**src/rtl/alu_mul_sequencer.sv**
```systemverilog
// ============================================================================
// Module   : alu_mul_sequencer
// Purpose  : Shift-and-add multiplier controller that borrows the execute-stage
//            ALU adder; produces the low N bits of a*b. The ALU opcode is a
//            4-bit field and ALU_ADD is encoded as 4'b0010.
// Options  : MUL_EARLY_EXIT_EN - stop iterating once the remaining multiplier
//            bits are zero (same product, shorter latency).
// Revision : 1.0 - initial release
// ============================================================================
`default_nettype none

module alu_mul_sequencer #(
    parameter int N     = 32,
    parameter int CNT_W = $clog2(N) + 1
) (
    input  logic         clk,
    input  logic         rst,
    input  logic         start,
    input  logic [N-1:0] a,
    input  logic [N-1:0] b,
    output logic         busy,
    output logic         done,
    output logic [N-1:0] product,
    output logic [N-1:0] alu_a,
    output logic [N-1:0] alu_b,
    output logic [3:0]   alu_control,
    input  logic [N-1:0] alu_result
);

    localparam logic [3:0] c_ALU_ADD = 4'b0010;

    typedef enum logic [1:0] {
        S_IDLE = 2'd0,
        S_ITER = 2'd1,
        S_DONE = 2'd2
    } state_t;

    state_t             r_state;
    state_t             w_state_nxt;
    logic [N-1:0]       r_acc;
    logic [N-1:0]       r_mcand;
    logic [N-1:0]       r_mplier;
    logic [N-1:0]       r_product;
    logic [CNT_W-1:0]   r_count;
    logic               r_busy;
    logic               r_done;

    logic [N-1:0]       w_acc_nxt;
    logic               w_last;
    logic               w_zero_b;
    logic [N-1:0]       w_alu_a;
    logic [N-1:0]       w_alu_b;

    // The add result is only kept when the current multiplier bit is set.
    assign w_acc_nxt = r_mplier[0] ? alu_result : r_acc;

`ifdef MUL_EARLY_EXIT_EN
    assign w_last   = (r_count == CNT_W'(N - 1)) || ((r_mplier >> 1) == '0);
    assign w_zero_b = (b == '0);
`else
    assign w_last   = (r_count == CNT_W'(N - 1));
    assign w_zero_b = 1'b0;
`endif

    always_comb begin
        w_state_nxt = r_state;
        w_alu_a     = '0;
        w_alu_b     = '0;
        unique case (r_state)
            S_IDLE: begin
                if (start) begin
                    w_state_nxt = w_zero_b ? S_DONE : S_ITER;
                end
            end
            S_ITER: begin
                w_alu_a = r_acc;
                w_alu_b = r_mcand;
                if (w_last) begin
                    w_state_nxt = S_DONE;
                end
            end
            S_DONE: begin
                w_state_nxt = S_IDLE;
            end
            default: begin
                w_state_nxt = S_IDLE;
            end
        endcase
    end

    always_ff @(posedge clk or posedge rst) begin
        if (rst) begin
            r_state <= S_IDLE;
            r_busy  <= 1'b0;
            r_done  <= 1'b0;
        end else begin
            r_state <= w_state_nxt;
            r_busy  <= (w_state_nxt != S_IDLE);
            r_done  <= (w_state_nxt == S_DONE);
        end
    end

    always_ff @(posedge clk or posedge rst) begin
        if (rst) begin
            r_acc     <= '0;
            r_mcand   <= '0;
            r_mplier  <= '0;
            r_count   <= '0;
            r_product <= '0;
        end else begin
            unique case (r_state)
                S_IDLE: begin
                    if (start) begin
                        r_acc    <= '0;
                        r_mcand  <= a;
                        r_mplier <= b;
                        r_count  <= '0;
                        if (w_zero_b) begin
                            r_product <= '0;
                        end
                    end
                end
                S_ITER: begin
                    r_acc    <= w_acc_nxt;
                    r_mcand  <= r_mcand << 1;
                    r_mplier <= r_mplier >> 1;
                    r_count  <= r_count + CNT_W'(1);
                    if (w_last) begin
                        r_product <= w_acc_nxt;
                    end
                end
                default: begin
                end
            endcase
        end
    end

    assign busy        = r_busy;
    assign done        = r_done;
    assign product     = r_product;
    assign alu_a       = w_alu_a;
    assign alu_b       = w_alu_b;
    assign alu_control = c_ALU_ADD;

endmodule

`default_nettype wire
```
**config.mk**
```make
export PLATFORM = sky130hd
export DESIGN_NAME = alu_mul_sequencer
export DESIGN_NICKNAME = d
export VERILOG_FILES = /design/src/rtl/alu_mul_sequencer.sv
export SDC_FILE = /design/constraint.sdc
export NUM_CORES = 1
export LEC_CHECK = 0
export BUFFER_PORTS_ARGS = -buffer_cell sky130_fd_sc_hd__buf_4
export CORE_MARGIN = 3
export CORE_UTILIZATION = 25
export CTS_BUF_LIST = sky130_fd_sc_hd__clkbuf_4 sky130_fd_sc_hd__clkbuf_8
export DETAILED_ROUTE_END_ITERATION = 16
export GPL_TIMING_DRIVEN = 1
export PLACE_DENSITY = 0.51
export SKIP_CTS_REPAIR_TIMING = 1
export SKIP_LAST_GASP = 1
export SYNTH_ARGS = -nofsm -noshare
export SYNTH_HDL_FRONTEND = slang
export SYNTH_SLANG_ARGS = --single-unit
```
**constraint.sdc**
```tcl
create_clock -name clk -period 8.5 [get_ports clk]
set_input_delay 0.425 -clock clk [delete_from_list [all_inputs] [get_ports clk]]
set_output_delay 0.425 -clock clk [all_outputs]
set_load 0.05 [all_outputs]
```
Yosys cells after proc, flatten, opt, wreduce, memory -nomap -nowiden
Cells that the tools add are included.
Widths: inputs -> output; s select.
{"block": "op_classes", "n_reduce_logical": 5, "mux": 14, "n_addsub": 1, "eq_ne": 4}
{"operator": "$mux 32", "n": 6}
{"operator": "$pmux 32 s2", "n": 3}
{"operator": "$pmux 6 s2", "n": 1}
{"operator": "$add 6x1->6 const B", "n": 1}
{"operator": "$eq 6x5->1 const B", "n": 1}
{"operator": "$mux 6", "n": 1}
{"operator": "$mux 2", "n": 2}
{"operator": "$pmux 2 s2", "n": 1}
{"operator": "$reduce_and 2->1", "n": 2}
{"operator": "$reduce_bool 2->1", "n": 2}
{"operator": "$eq 2x1->1 const B", "n": 1}
{"operator": "$eq 2x2->1 const B", "n": 1}
{"operator": "$logic_not 2->1", "n": 1}
{"operator": "$ne 2x2->1 const B", "n": 1}
{"block": "totals", "reg_bits": 138, "out_inout_bits": 102, "inputBits": 99, "wordCells": 32}

Depth between registers and ports, before layout
{"block": "logic_depth", "ltp_word": 4, "mapped_depth": 6, "depth_no_buf": 4}

Least setup slack after synthesis
OpenSTA, ideal clock, no wires.
{"block": "synth_timing", "kind": "flip-flop to output port", "startpoint": "register r_state[1]", "endpoint": "output port alu_b[11]", "stages_incl_launch_ff": 5, "setup_slack_ns": 6.511, "path_buffers": 2, "t_arrival_ns": 1.564, "required_ns": 8.075, "path_cell_list": "dfrtp_1 -> and2b_1 -> clkbuf_1 -> clkbuf_1 -> and2_1"}
{"block": "synth_via", "elab_chain_cells": 2}
{"item": "start: declaration", "line": "38", "source": "state_t r_state;"}
{"item": "start signal: assignment", "line": "97", "source": "r_state <= w_state_nxt;"}
{"item": "$eq 2x1->1", "line": "69", "source": "unique case (r_state)"}
{"item": "$mux 32", "line": "69"}
{"item": "end: declaration", "line": "25", "source": "output logic [N-1:0] alu_b,"}
No other way between the ends.

Worst setup path after layout
{"block": "layout_timing", "startpoint": "register r_state[0]", "endpoint": "output port alu_a[0]"}
{"block": "layout_via", "elab_chain_cells": 2}
{"item": "$eq 2x1->1", "line": "69"}
{"item": "$mux 32", "line": "69"}
{"item": "end: declaration", "line": "24", "source": "output logic [N-1:0] alu_a,"}
No other way between the ends.

==> flow_summary_export.csv <==
group,metric,value,unit
cells_and_area,final_design_area_no_fill,8640,um^2
setup_path,critPathMaxStageDelay,0.98,ns
routing,drc,0,
synth,postSynthAreaPerCell,11.1,um^2
cts,cts_tree,"yes",
global_route,grt_pass1_vias,5249,
routing,drt-vias-per-instance,4.66,
routing,ant_nets,0,
synth,yosys.cell_types.count,34,
place,hpwlAfterDp,11800,um
sta,setup-violations-final,0,
synth,synth_area,6500,um^2
cells_and_area,drive_gt1_share,40.3,%
place,postPlaceCellArea,8220,um^2
sta,relSlewSlack,29.7,%
synth,synth_compound_area_share,17.8,%
routing,num_vias,5098,
sta,holdWs,0.0772,ns
setup_path,cpMaxStageDelayCell,"and2b_2",
setup_path,crit_type,"register to output port",
die,io-pin-count,201,
cts,cts_sinks,138,
die,core_area,25400,um^2
sta,fin_tns_setup,0,ns
global_route,grt_start_max_net_pins,73,
synth,synth_area_leader_cell,"dfrtp_1",
synth,synth_cells,583,
place,place_ws,5.47,ns
synth,ys_warn_count,0,
power,p_leak,4.00,nW
synth,synth_top_family_by_area,"compound AO/OA/AOI/OAI gates",
setup_path,end_kind,"output port",
power,p_comb_share,51.8,%
synth,synthTopCellsByArea,"dfrtp_1, a22oi_1, mux2_4, and2_1, mux2_2",
die,dieArea,28000,um^2
power,p_int,1.92,mW
global_route,grt_pass1_wl,29900,um
cts,clock_latency,0.44,ns
hold_path,hold_path_class,"input port to async pin",
cts,clk_pin_slew_worst_paths,0.08,ns
cts,root_buffer,"clkbuf_8",
job,drv_cap,0,
power,p_clk_share,16.6,%
synth,synthAdderAreaFrac,0.193,%
global_route,grt_overflow,0,
power,power.net_switching,1.62,mW
synth,synth-seq-area-share,53.1,%
global_route,track_usage,13.2,%
sta,period_share,39.8,%
sta,worstMarginPinSlew,1.05,ns
global_route,antenna_found_initial,0,
setup_path,critPathLaunchType,"register",
routing,drt-wirelength-per-cell,17.0,um
setup_path,path_common_cell,"buf_4",
sta,fmax,296,MHz
status,outcome,"finished, final reports clean",
sta,fin_ws,5.12,ns
setup_path,crit_required,8.08,ns
power,pwr-share-seq,31.7,%
synth,synthMuxAreaShare,12.8,%
power,power_density,410,nW/um^2
cells_and_area,nets,852,
cts,clk_path_buf_depth,2,
setup_path,crit_fanout,69,
cells_and_area,multiInputGateArea,2800,um^2
cells_and_area,layout_commonest_cell,"buf_4",
routing,firstDrtPassIters,4,
sta,min_period,3.38,ns
cells_and_area,area_growth,33.0,%
routing,totalWireLength,18600,um
die,row_count,58,
cts,h-tree-depth,4,
cts,cts_buffers,17,
setup_path,arrival,2.96,ns
synth,ys_seq_elements,138,
sta,slew_violations,0,
cells_and_area,regArea,3460,um^2
cells_and_area,final.fill_count,2636,
synth,yosysTopAreaCellShare,53.1,%
synth,synth-xor-area-share,0,%
die,initial_core_util,25.6,%
power,ir_worst_vdd,0.217,mV
cells_and_area,layout_common_cells,"buf_4, dfrtp_1, nand2_1",
power,switching_share,45.8,%
routing,drtIter0Drc,276,
synth,yosys.area_share.simple,11.6,%
sta,hold_viol,0,
die,die_w,167,um
cells_and_area,antenna_cells,0,
die,fp.dieH,167,um
sta,finClkSkew,0.0167,ns
place,finalWeightedCongestion,0.760,
place,port_buffers,196,
sta,rsz0062_at_grt,"no",
setup_path,path_cells,"buf_4 -> and2b_2 -> and2_1 -> buf_4",
==> worst paths after layout <==
check,to,slack [ns],cells past startpoint,from
worst max-delay path,alu_a[0],5.12,4,r_state[0]
worst min-delay path,product[6],0.08,2,rst
worst max register to register,r_acc[22],5.59,5,r_state[0]
worst min register to register,r_mplier[11],0.49,2,r_mplier[11]
max in group asynchronous,r_mplier[0],6.98,3,rst
min in group clk,r_acc[19],0.21,2,alu_result[19]
==> layer usage <==
metal  vias to the layer above  GRT usage [%]  part of all wire, %
li1                       2399              -                    -
met1                      2552           18.4                   47
met2                       134           20.5                   47
met3                        13           3.33                  4.8
met4                         0           3.49                  1.4
met5                         -              0                    0
==> critical path: cells and delay by family, from the launching register on <==
family	cells	cell delay, ns
flip-flops	1	0.44
AND/OR/NAND/NOR	2	1.27
buffers and inverters	2	0.81
==> sequential cells by signal, summed over array words and instances (netlist names) <==
name,cells
busy,1
done,1
product,32
r_acc,32
r_count,6
r_mcand,32
r_mplier,32
r_state,2
==> cell families (layout without fill, tap and decap cells) <==
kind of cell	after synthesis	count (layout)
AO/OA/AOI/OAI	172	172
flip-flops	138	138
AND/OR/NAND/NOR	146	146
multiplexers	64	64
adder cells (fa/ha/maj)	1	1
other	2	4
buffers and inverters	60	239
==> layout make-up <==
class | instances | area share, %
clock inverters | 12 | 1.88
inverters | 5 | 0.275
multi-input cells | 387 | 32.4
repair buffers | 203 | 17.6
clock buffers | 19 | 3.03
flip-flops and latches | 138 | 40.0
well taps | 330 | 4.78
==> through the flow <==
| step | power, mW | instances | util (%) |
|---|---|---|---|
| final | 3.55 | 1094 | 34.0 |
| after CTS | 3.60 | 1094 | 34.0 |
| after global routing | 3.76 | 1094 | 34.0 |
| after floorplan | 2.44 | 585 | - |
| after global placement | 2.98 | 1063 | 32.4 |
| after detailed placement | 2.99 | 1063 | 32.4 |
==> synthesized netlist by cell type (all sizes together) <==
library cell	n
and2	66
clkbuf	34
conb	2
nand2b	1
a21oi	2
o211ai	1
ha	1
nand3	2
dfrtp	138
inv	5
nor4	2
o22ai	1
nor2b	2
nand2	69
a31oi	1
mux2	64
o41ai	1
nor3b	1
or3b	1
a22o	33
and2b	1
buf	21
o311ai	1
o21bai	1
nor3	1
o31ai	1
a22oi	62
o21ai	68
==> power by group through the flow <==
stage	Clock [mW]	Combinational [mW]	Sequential (mW)
after floorplan	0	1.13	1.32
after CTS	0.613	1.86	1.13
after detailed placement	0	1.86	1.14
after global routing	0.641	1.95	1.17
after global placement	0	1.84	1.14
final	0.588	1.84	1.12
No activity file was read; power rests on OpenSTA's default activity.
